--- src/rtl/rs_dec_arb.sv ---
`default_nettype none
// ============================================================================
// Module   : rs_dec_arb
// Brief    : Shares one rs_decoder between two 64-bit channels, one whole
//            4-codeword alignment group per grant, with in-order result routing.
// Revision : 1.0 - initial release
// ============================================================================
module rs_dec_arb #(
  parameter int GRP_BEATS = 99,
  parameter int OUT_BEATS = 96,
  parameter int TAG_DEPTH = 4,
  parameter int ERR_W     = 16
) (
  input  logic              clk,
  input  logic              rstn,
  input  logic              cfg_ena,
  input  logic              ch0_vld,
  input  logic [63:0]       ch0_data,
  output logic              ch0_rdy,
  input  logic              ch1_vld,
  input  logic [63:0]       ch1_data,
  output logic              ch1_rdy,
  output logic              rs_ena,
  output logic              rx_vld,
  output logic [63:0]       rx_data,
  input  logic              dec_vld,
  input  logic [63:0]       dec_data,
  input  logic              dec_isos,
  input  logic              rde_error,
  output logic              out0_vld,
  output logic              out1_vld,
  output logic [63:0]       out_data,
  output logic              out_isos,
  output logic [ERR_W-1:0]  err_cnt0,
  output logic [ERR_W-1:0]  err_cnt1,
  output logic              proto_err,
  output logic              busy
);

  localparam int c_in_w  = $clog2(GRP_BEATS);
  localparam int c_out_w = $clog2(OUT_BEATS);
  localparam int c_ptr_w = $clog2(TAG_DEPTH);
  localparam logic [c_in_w-1:0]  c_grp_last = c_in_w'(GRP_BEATS - 1);
  localparam logic [c_out_w-1:0] c_out_last = c_out_w'(OUT_BEATS - 1);

  typedef enum logic [0:0] {
    S_IDLE = 1'b0,
    S_XFER = 1'b1
  } state_t;

  state_t               state_q, state_d;
  logic                 owner_q, owner_d;
  logic                 last_q, last_d;
  logic [c_in_w-1:0]    in_cnt_q, in_cnt_d;
  logic [c_out_w-1:0]   out_cnt_q;
  logic [TAG_DEPTH-1:0] tag_q;
  logic [c_ptr_w:0]     wr_ptr_q, rd_ptr_q;
  logic [ERR_W-1:0]     err0_q, err1_q;
  logic                 proto_q;
  logic                 rs_ena_q;

  logic w_push, w_pop, w_beat, w_empty, w_full, w_head, w_dec_ok;

  // Extra pointer bit distinguishes full from empty when the indices match.
  assign w_empty = (wr_ptr_q == rd_ptr_q);
  assign w_full  = (wr_ptr_q[c_ptr_w] != rd_ptr_q[c_ptr_w]) &&
                   (wr_ptr_q[c_ptr_w-1:0] == rd_ptr_q[c_ptr_w-1:0]);
  assign w_head  = tag_q[rd_ptr_q[c_ptr_w-1:0]];

  always_comb begin
    state_d  = state_q;
    owner_d  = owner_q;
    last_d   = last_q;
    in_cnt_d = in_cnt_q;
    w_push   = 1'b0;
    w_beat   = 1'b0;
    ch0_rdy  = 1'b0;
    ch1_rdy  = 1'b0;
    case (state_q)
      S_IDLE: begin
        if (cfg_ena && !w_full && (ch0_vld || ch1_vld)) begin
          owner_d  = (ch0_vld && ch1_vld) ? ~last_q : ch1_vld;
          last_d   = owner_d;
          in_cnt_d = '0;
          w_push   = 1'b1;
          state_d  = S_XFER;
        end
      end
      S_XFER: begin
        ch0_rdy = ~owner_q;
        ch1_rdy = owner_q;
        w_beat  = owner_q ? ch1_vld : ch0_vld;
        if (w_beat) begin
          if (in_cnt_q == c_grp_last) begin
            in_cnt_d = '0;
            state_d  = S_IDLE;
          end else begin
            in_cnt_d = in_cnt_q + c_in_w'(1);
          end
        end
      end
      default: state_d = S_IDLE;
    endcase
  end

  always_ff @(posedge clk or negedge rstn) begin
    if (!rstn) begin
      state_q  <= S_IDLE;
      owner_q  <= 1'b0;
      last_q   <= 1'b1;
      in_cnt_q <= '0;
      rs_ena_q <= 1'b0;
    end else begin
      state_q  <= state_d;
      owner_q  <= owner_d;
      last_q   <= last_d;
      in_cnt_q <= in_cnt_d;
      rs_ena_q <= cfg_ena;
    end
  end

  assign rx_vld  = w_beat;
  assign rx_data = w_beat ? (owner_q ? ch1_data : ch0_data) : '0;
  assign rs_ena  = rs_ena_q;

  // Decoder results without an owning group are dropped and flagged instead.
  assign w_dec_ok = dec_vld && !w_empty;
  assign w_pop    = w_dec_ok && (out_cnt_q == c_out_last);
  assign out0_vld = w_dec_ok && !w_head;
  assign out1_vld = w_dec_ok && w_head;
  assign out_data = dec_data;
  assign out_isos = dec_isos;

  always_ff @(posedge clk or negedge rstn) begin
    if (!rstn) begin
      tag_q     <= '0;
      wr_ptr_q  <= '0;
      rd_ptr_q  <= '0;
      out_cnt_q <= '0;
      err0_q    <= '0;
      err1_q    <= '0;
      proto_q   <= 1'b0;
    end else begin
      if (w_push) begin
        tag_q[wr_ptr_q[c_ptr_w-1:0]] <= owner_d;
        wr_ptr_q <= wr_ptr_q + (c_ptr_w+1)'(1);
      end
      if (w_pop) begin
        rd_ptr_q <= rd_ptr_q + (c_ptr_w+1)'(1);
      end
      if (w_dec_ok) begin
        out_cnt_q <= w_pop ? '0 : out_cnt_q + c_out_w'(1);
      end
      if (rde_error && !w_empty) begin
        if (!w_head && (err0_q != '1)) err0_q <= err0_q + ERR_W'(1);
        if (w_head && (err1_q != '1))  err1_q <= err1_q + ERR_W'(1);
      end
      if ((dec_vld || rde_error) && w_empty) begin
        proto_q <= 1'b1;
      end
    end
  end

  assign err_cnt0  = err0_q;
  assign err_cnt1  = err1_q;
  assign proto_err = proto_q;
  assign busy      = (state_q == S_XFER) || !w_empty;

endmodule
`default_nettype wire

--- config.mk ---
export PLATFORM = sky130hd
export DESIGN_NAME = rs_dec_arb
export DESIGN_NICKNAME = d
export VERILOG_FILES = /design/src/rtl/rs_dec_arb.sv
export SDC_FILE = /design/constraint.sdc
export NUM_CORES = 1
export LEC_CHECK = 0
export ABC_AREA = 0
export BUFFER_PORTS_ARGS = -buffer_cell sky130_fd_sc_hd__buf_2
export CAP_MARGIN = 15
export CORE_AREA = 10 10 133 135
export CTS_BUF_LIST = sky130_fd_sc_hd__clkbuf_4 sky130_fd_sc_hd__clkbuf_8 sky130_fd_sc_hd__clkbuf_16
export DETAILED_ROUTE_END_ITERATION = 10
export DIE_AREA = 0 0 143 145
export PLACE_DENSITY = 0.67
export SKIP_CTS_REPAIR_TIMING = 1
export SLEW_MARGIN = 20
export SYNTH_ARGS = -nofsm -noshare
export SYNTH_HDL_FRONTEND = slang
export SYNTH_SLANG_ARGS = --single-unit
--- constraint.sdc ---
create_clock -name clk -period 2.29 [get_ports clk]
set_clock_uncertainty 0.15 [all_clocks]
set_input_delay 0.1145 -clock clk [delete_from_list [all_inputs] [get_ports clk]]
set_output_delay 0.1145 -clock clk [all_outputs]
set_load 0.005 [all_outputs]
# Word-level counts from Yosys, hierarchy flattened

Index checks and enable logic that the tools add are counted.

Bits in registers: 61
Input bits: 200
Output and inout bits: 169
Word-level logic and storage cells: 80

$add $sub $neg: 6
Order comparisons: 3
Equality and inequality tests: 9
Muxes and demuxes: 24
Bitwise logic cells: 3
Reduce and logical (&&, ||, !) cells: 23

Operator list:

| operator                                                               | count |
|---|---|
| 64-bit two-way mux                                                     | 2 |
| 16-bit by 1-bit adder with 16-bit output (second input constant)       | 2 |
| 16-bit != test (second input constant)                                 | 2 |
| 7-bit two-way mux                                                      | 4 |
| 7-bit by 1-bit adder with 7-bit output (second input constant)         | 2 |
| 7-bit == test (second input constant)                                  | 2 |
| 7-bit case mux with 2 select lines                                     | 1 |
| 1-bit logical AND                                                      | 13 |
| 1-bit two-way mux                                                      | 13 |
| 2-bit AND reduction                                                    | 4 |
| 3-bit by 1-bit adder with 3-bit output (second input constant)         | 2 |
| 2-bit by 3-bit < comparator with 1-bit output (second input constant)  | 2 |
| 4-bit bitwise mux                                                      | 1 |
| 3-bit == test                                                          | 1 |
| 1-bit zero test                                                        | 3 |
| 1-bit logical OR                                                       | 3 |
| 1-bit inverter                                                         | 3 |
| 1-bit binary-select mux with 2-bit select                              | 1 |
| 1-bit demux with 2-bit select                                          | 1 |
| 2-bit == test                                                          | 1 |
| 2-bit by 1-bit >= comparator with 1-bit output (second input constant) | 1 |
| 2-bit by 1-bit != test with 1-bit output (second input constant)       | 1 |
| 2-bit != test (second input constant)                                  | 1 |
| 1-bit case mux with 2 select lines                                     | 1 |
| 1-bit != test                                                          | 1 |

# Depth between registers and ports, before layout

Depth in word-level cells: 8
Depth in mapped cells: 7
Mapped depth without buffers: 6

# Least setup slack after synthesis

Ideal clock, no wire load.

Kind: flip-flop to flip-flop
From: reg rd_ptr_q[0]
To: reg err0_q[1], in the netlist err_cnt0[1]
Library setup time: 0.125 ns
Data arrival time: 1.957 ns
Setup slack: 0.059 ns
Cell stages (with the launch flop): 5
Path buffers: 0
Period minus slack after synthesis: 2.231 ns
Path through: dfrtp_1 mux4_2 a311oi_4 o21a_1 mux2_2

Longest elaborated chain between the ends: 5
Elaborated cells between the ends (all ways): 8

Ends and longest elaborated chain:

| item                                      | RTL line | RTL |
|---|---|---|
| start: declaration                        | 57       | `logic [c_ptr_w:0] wr_ptr_q, rd_ptr_q;` |
| start signal: assignment                  | 149      | `rd_ptr_q <= rd_ptr_q + (c_ptr_w+1)'(1);` |
| 1-bit binary-select mux with 2-bit select | 68       | `assign w_head = tag_q[rd_ptr_q[c_ptr_w-1:0]];` |
| 1-bit two-way mux (not written as such)   | 68       |  |
| 1-bit zero test                           | 155      | `if (!w_head && (err0_q != '1)) err0_q <= err0_q + ERR_W'(1);` |
| 1-bit logical AND                         | 155      |  |
| 2-bit AND reduction (no line) *           | --       |  |
| end signal: assignment                    | 155      |  |
| end: declaration                          | 58       | `logic [ERR_W-1:0] err0_q, err1_q;` |

Mark *: on every way between the ends. The rest lies on a longest branch, timed or not. The select of a mux whose other input is x is not followed.
A chain may end at the register's enable or synchronous reset.

# Worst setup path in the final report

From: reg rd_ptr_q[0]
To: reg err0_q[14], in the netlist err_cnt0[14]

Same word-level chain as after synthesis.

==> summary.txt <==
Outcome
  – Status: complete, but fails checks
  – Failing checks: negative hold slack

Placement
  – PortBufs: 238
  – Placer Congestion: 0.824
  – Dpl cell area: 5480 um^2
  – Placed cell count: between 800 and 900
  – Hpwl dp: around 14000 um

Drt
  – DR DRC count: 0
  – Routed length on met3: 2110 um
  – Final ANT Viol Nets: 0
  – WL met1: 7020 um
  – Average wire per standard cell: 19.5 um
  – Iteration-0 DRC Markers: around 120
  – Met2 wire len: between 7000 and 8000 um
  – DRT Wirelength: between 15000 and 20000 um
  – Drt pass-1 iters: 5
  – Total number of vias: approximately 4100
  – Highest metal used: met5
  – Routed vias/inst: between 4 and 5

Logic synthesis
  – Synth Cell Area: around 4500 um^2
  – Synth cell types: 55
  – Post-synthesis cell count: 485
  – Post-synth EDFFs: 0
  – Syn Area/Cell: between 9 and 10 um^2
  – Synth area leader: dfrtp_1
  – Top FF cell, synth: dfrtp_1
  – Syn nets: just under 700
  – Yosys reg bits: 61
  – Share of the synthesized area in the top cell type: 33.5%
  – Dominant cells by area after synthesis: dfrtp_1 34%, mux2i_1 15%, buf_4 11%
  – Post-synth ARST share: 100%
  – Synth warn: 0
  – Sequential cell area fraction in the yosys report: around a third

Hold path
  – Worst hold endpoint: proto_err$_DFFE_PN0P_
  – Min-Delay Path Class: input pin to flip-flop
  – Hold wc startpoint: rde_error
  – Hold Crit Depth: 3

Power
  – Power Total: 5.80 mW
  – Pwr/cell area: 987 nW/um^2
  – Static Leak: slightly above 3 nW
  – Worst IR drop on VDD: 413 uV

CTS
  – Sink Count: 61
  – Root Buffer: clkbuf_16
  – Inserted Clock Buffers: 9
  – Clock slew seen by the registers of the worst setup and hold paths: ~0.050 ns
  – H-tree Lvls: 3
  – Clock Path Buffers: 2
  – Skew-Pair Late Insertion Delay: roughly 0.32 ns
  – CTS tree: done

Timing
  – Min Tclk post-route: ~2.2 ns
  – Final hold violation count: 1
  – Worst Tran Pin Value: 0.592 ns
  – RSZ-0062 raised after global routing: false
  – Worst slew margin: 60.2%
  – Crit share post-route: between 90 and 100%
  – Slew Viols, Final: 0
  – Number of setup violations in the final report: 0
  – Fmax: 0.454 GHz
  – Setup TNS: 0 ns
  – Worst hold margin: -0.00527 ns

Critical path
  – Reg2reg start: rd_ptr_q[0]$_DFFE_PN0N_
  – Path depth of the worst reg2reg path: 5
  – Slowest cell on crit path: mux4_2
  – CP required: about 2.4 ns
  – Worst setup SP type: flip-flop
  – Crit-path max cell delay: around 0.60 ns
  – Arr. time, crit path: between 2 and 2.5 ns
  – Worst flop-to-flop path endpoint: err_cnt0[14]$_DFFE_PN0P_
  – CP Capture Type: flip-flop
  – CP Cell Sequence: mux4_2, a311oi_4, and2b_4, nand3_2, mux2_4
  – R2r setup slk: ~0.09 ns
  – Critical path class: flip-flop to flip-flop
  – Max Fanout on Critical Path: 4

Global route
  – Pin count of the biggest net entering global routing: 67
  – GRT overflow: 0
  – Initial antenna violation count: 3
  – Vias in the first global route: approximately 4200
  – GRT Util Overall: between 10% and 20%
  – Global-route wire length before repair: 24600 um

Die
  – Core area: 15000 um^2
  – Initial core utilization: 29.8%
  – # rows: 45
  – Die height: ~150 um
  – Die area: ~21000 um^2
  – IO Pins: 369
  – Chip Width: between 100 and 150 um

Cells and area
  – Share of cells above drive strength 1: approximately 44%
  – Post-layout util: 39.1%
  – Area growth syn-to-layout: 31.2%
  – Final Cell Area: roughly 5900 um^2
  – Final nets: just under 900
  – Leading cell type in the layout, fill and taps excluded: buf_2
  – Post-Layout Cell Count: roughly 860
  – Commonest cells after routing, fill and taps aside: 238 x buf_2, 80 x nor2_1, 66 x mux2i_1

Flow run
  – Max_cap viols: 0
==> worst max path at each step <==
stage / from / to / slack, ns / cells after the start
floorplan: rd_ptr_q[0]$_DFFE_PN0N_ / err_cnt0[1]$_DFFE_PN0P_ / 0.06 / 4
global placement: rd_ptr_q[0]$_DFFE_PN0N_ / err_cnt0[14]$_DFFE_PN0P_ / 0.13 / 5
detailed placement: rd_ptr_q[0]$_DFFE_PN0N_ / err_cnt0[14]$_DFFE_PN0P_ / 0.08 / 5
CTS: owner_q$_DFF_PN0_ / rx_data[36] / 0.04 / 6
global route: out_cnt_q[0]$_DFFE_PN0P_ / rd_ptr_q[1]$_DFFE_PN0N_ / 0.009 / 5
finish: rd_ptr_q[0]$_DFFE_PN0N_ / err_cnt0[14]$_DFFE_PN0P_ / 0.09 / 5
==> metrics by stage <==
| stage | worst slack [ns] | hold WS, ns |
|---|---|---|
| 2_1_floorplan | 0.0585 | -0.331 |
| 3_3_place_gp | 0.131 | 0.000473 |
| 3_5_place_dp | 0.0845 | 0.00665 |
| 4_1_cts | 0.0436 | -0.336 |
| 5_1_grt | 0.00906 | 0.0170 |
| 6_report | 0.0878 | -0.00527 |
==> cell usage after synthesis, drive strengths merged (4+ instances only) <==
library cell,n
nand4,8
xor2,10
ha,10
nand2,32
mux2,10
mux2i,66
clkbuf,9
inv,10
o21ai,14
dfrtp,60
o31ai,4
and3,10
nor3,4
xnor2,28
nor2,80
nand2b,6
nand3,18
buf,72
==> state kept, by name, indices dropped and copies added, names as in the netlist <==
name       flops
rd_ptr_q       3
err_cnt0      16
rs_ena         1
wr_ptr_q       3
owner_q        1
err_cnt1      16
in_cnt_q       7
state_q        1
proto_err      1
last_q         1
tag_q          4
out_cnt_q      7
==> worst max-delay path: cells and delay by family (launching register included) <==
family | cells | cell delay [ns]
DFF | 1 | 0.36
and+or+nand+nor | 2 | 0.31
AOI/OAI and AO/OA | 1 | 0.36
muxes | 2 | 0.90
==> cells by family (layout without fill, tap and decap cells) <==
| group | after synthesis | after routing | synth area share (%) |
|---|---|---|---|
| flops | 61 | 61 | 34.1 |
| buf+inv | 91 | 279 | 13.1 |
| fa+ha+maj | 10 | 10 | 2.79 |
| simple gates | 173 | 173 | 18.1 |
| other cells | 0 | 2 | 0 |
| compound gates | 35 | 35 | 6.59 |
| xor+xnor | 38 | 38 | 7.43 |
| mux | 77 | 77 | 17.9 |
==> where the power goes <==
group / switching (mW) / internal (mW) / total [mW] / leakage [nW]
Combinational: 1.47 / 1.30 / 2.77 / 2.10
Clock: 0.461 / 0.924 / 1.39 / 0.158
Sequential: 0.295 / 1.35 / 1.65 / 0.790
Total: 2.22 / 3.58 / 5.80 / 3.05
==> routing by layer <==
metal	global-route usage, %	vias to the layer above
met2	23.8	208
met1	17.8	1889
li1	-	1960
met4	3.20	2
met5	0	-
met3	8.80	13
==> cell type report <==
class	count	area (um^2)
clock inverters	4	45.0
flip-flops and latches	61	1530
inverters	10	37.5
diodes	2	5.00
fillers	1551	9160
clock buffers	12	267
multi-input cells	333	2380
well taps	188	235
repair buffers	253	1370
No activity file was read; power rests on OpenSTA's default activity.
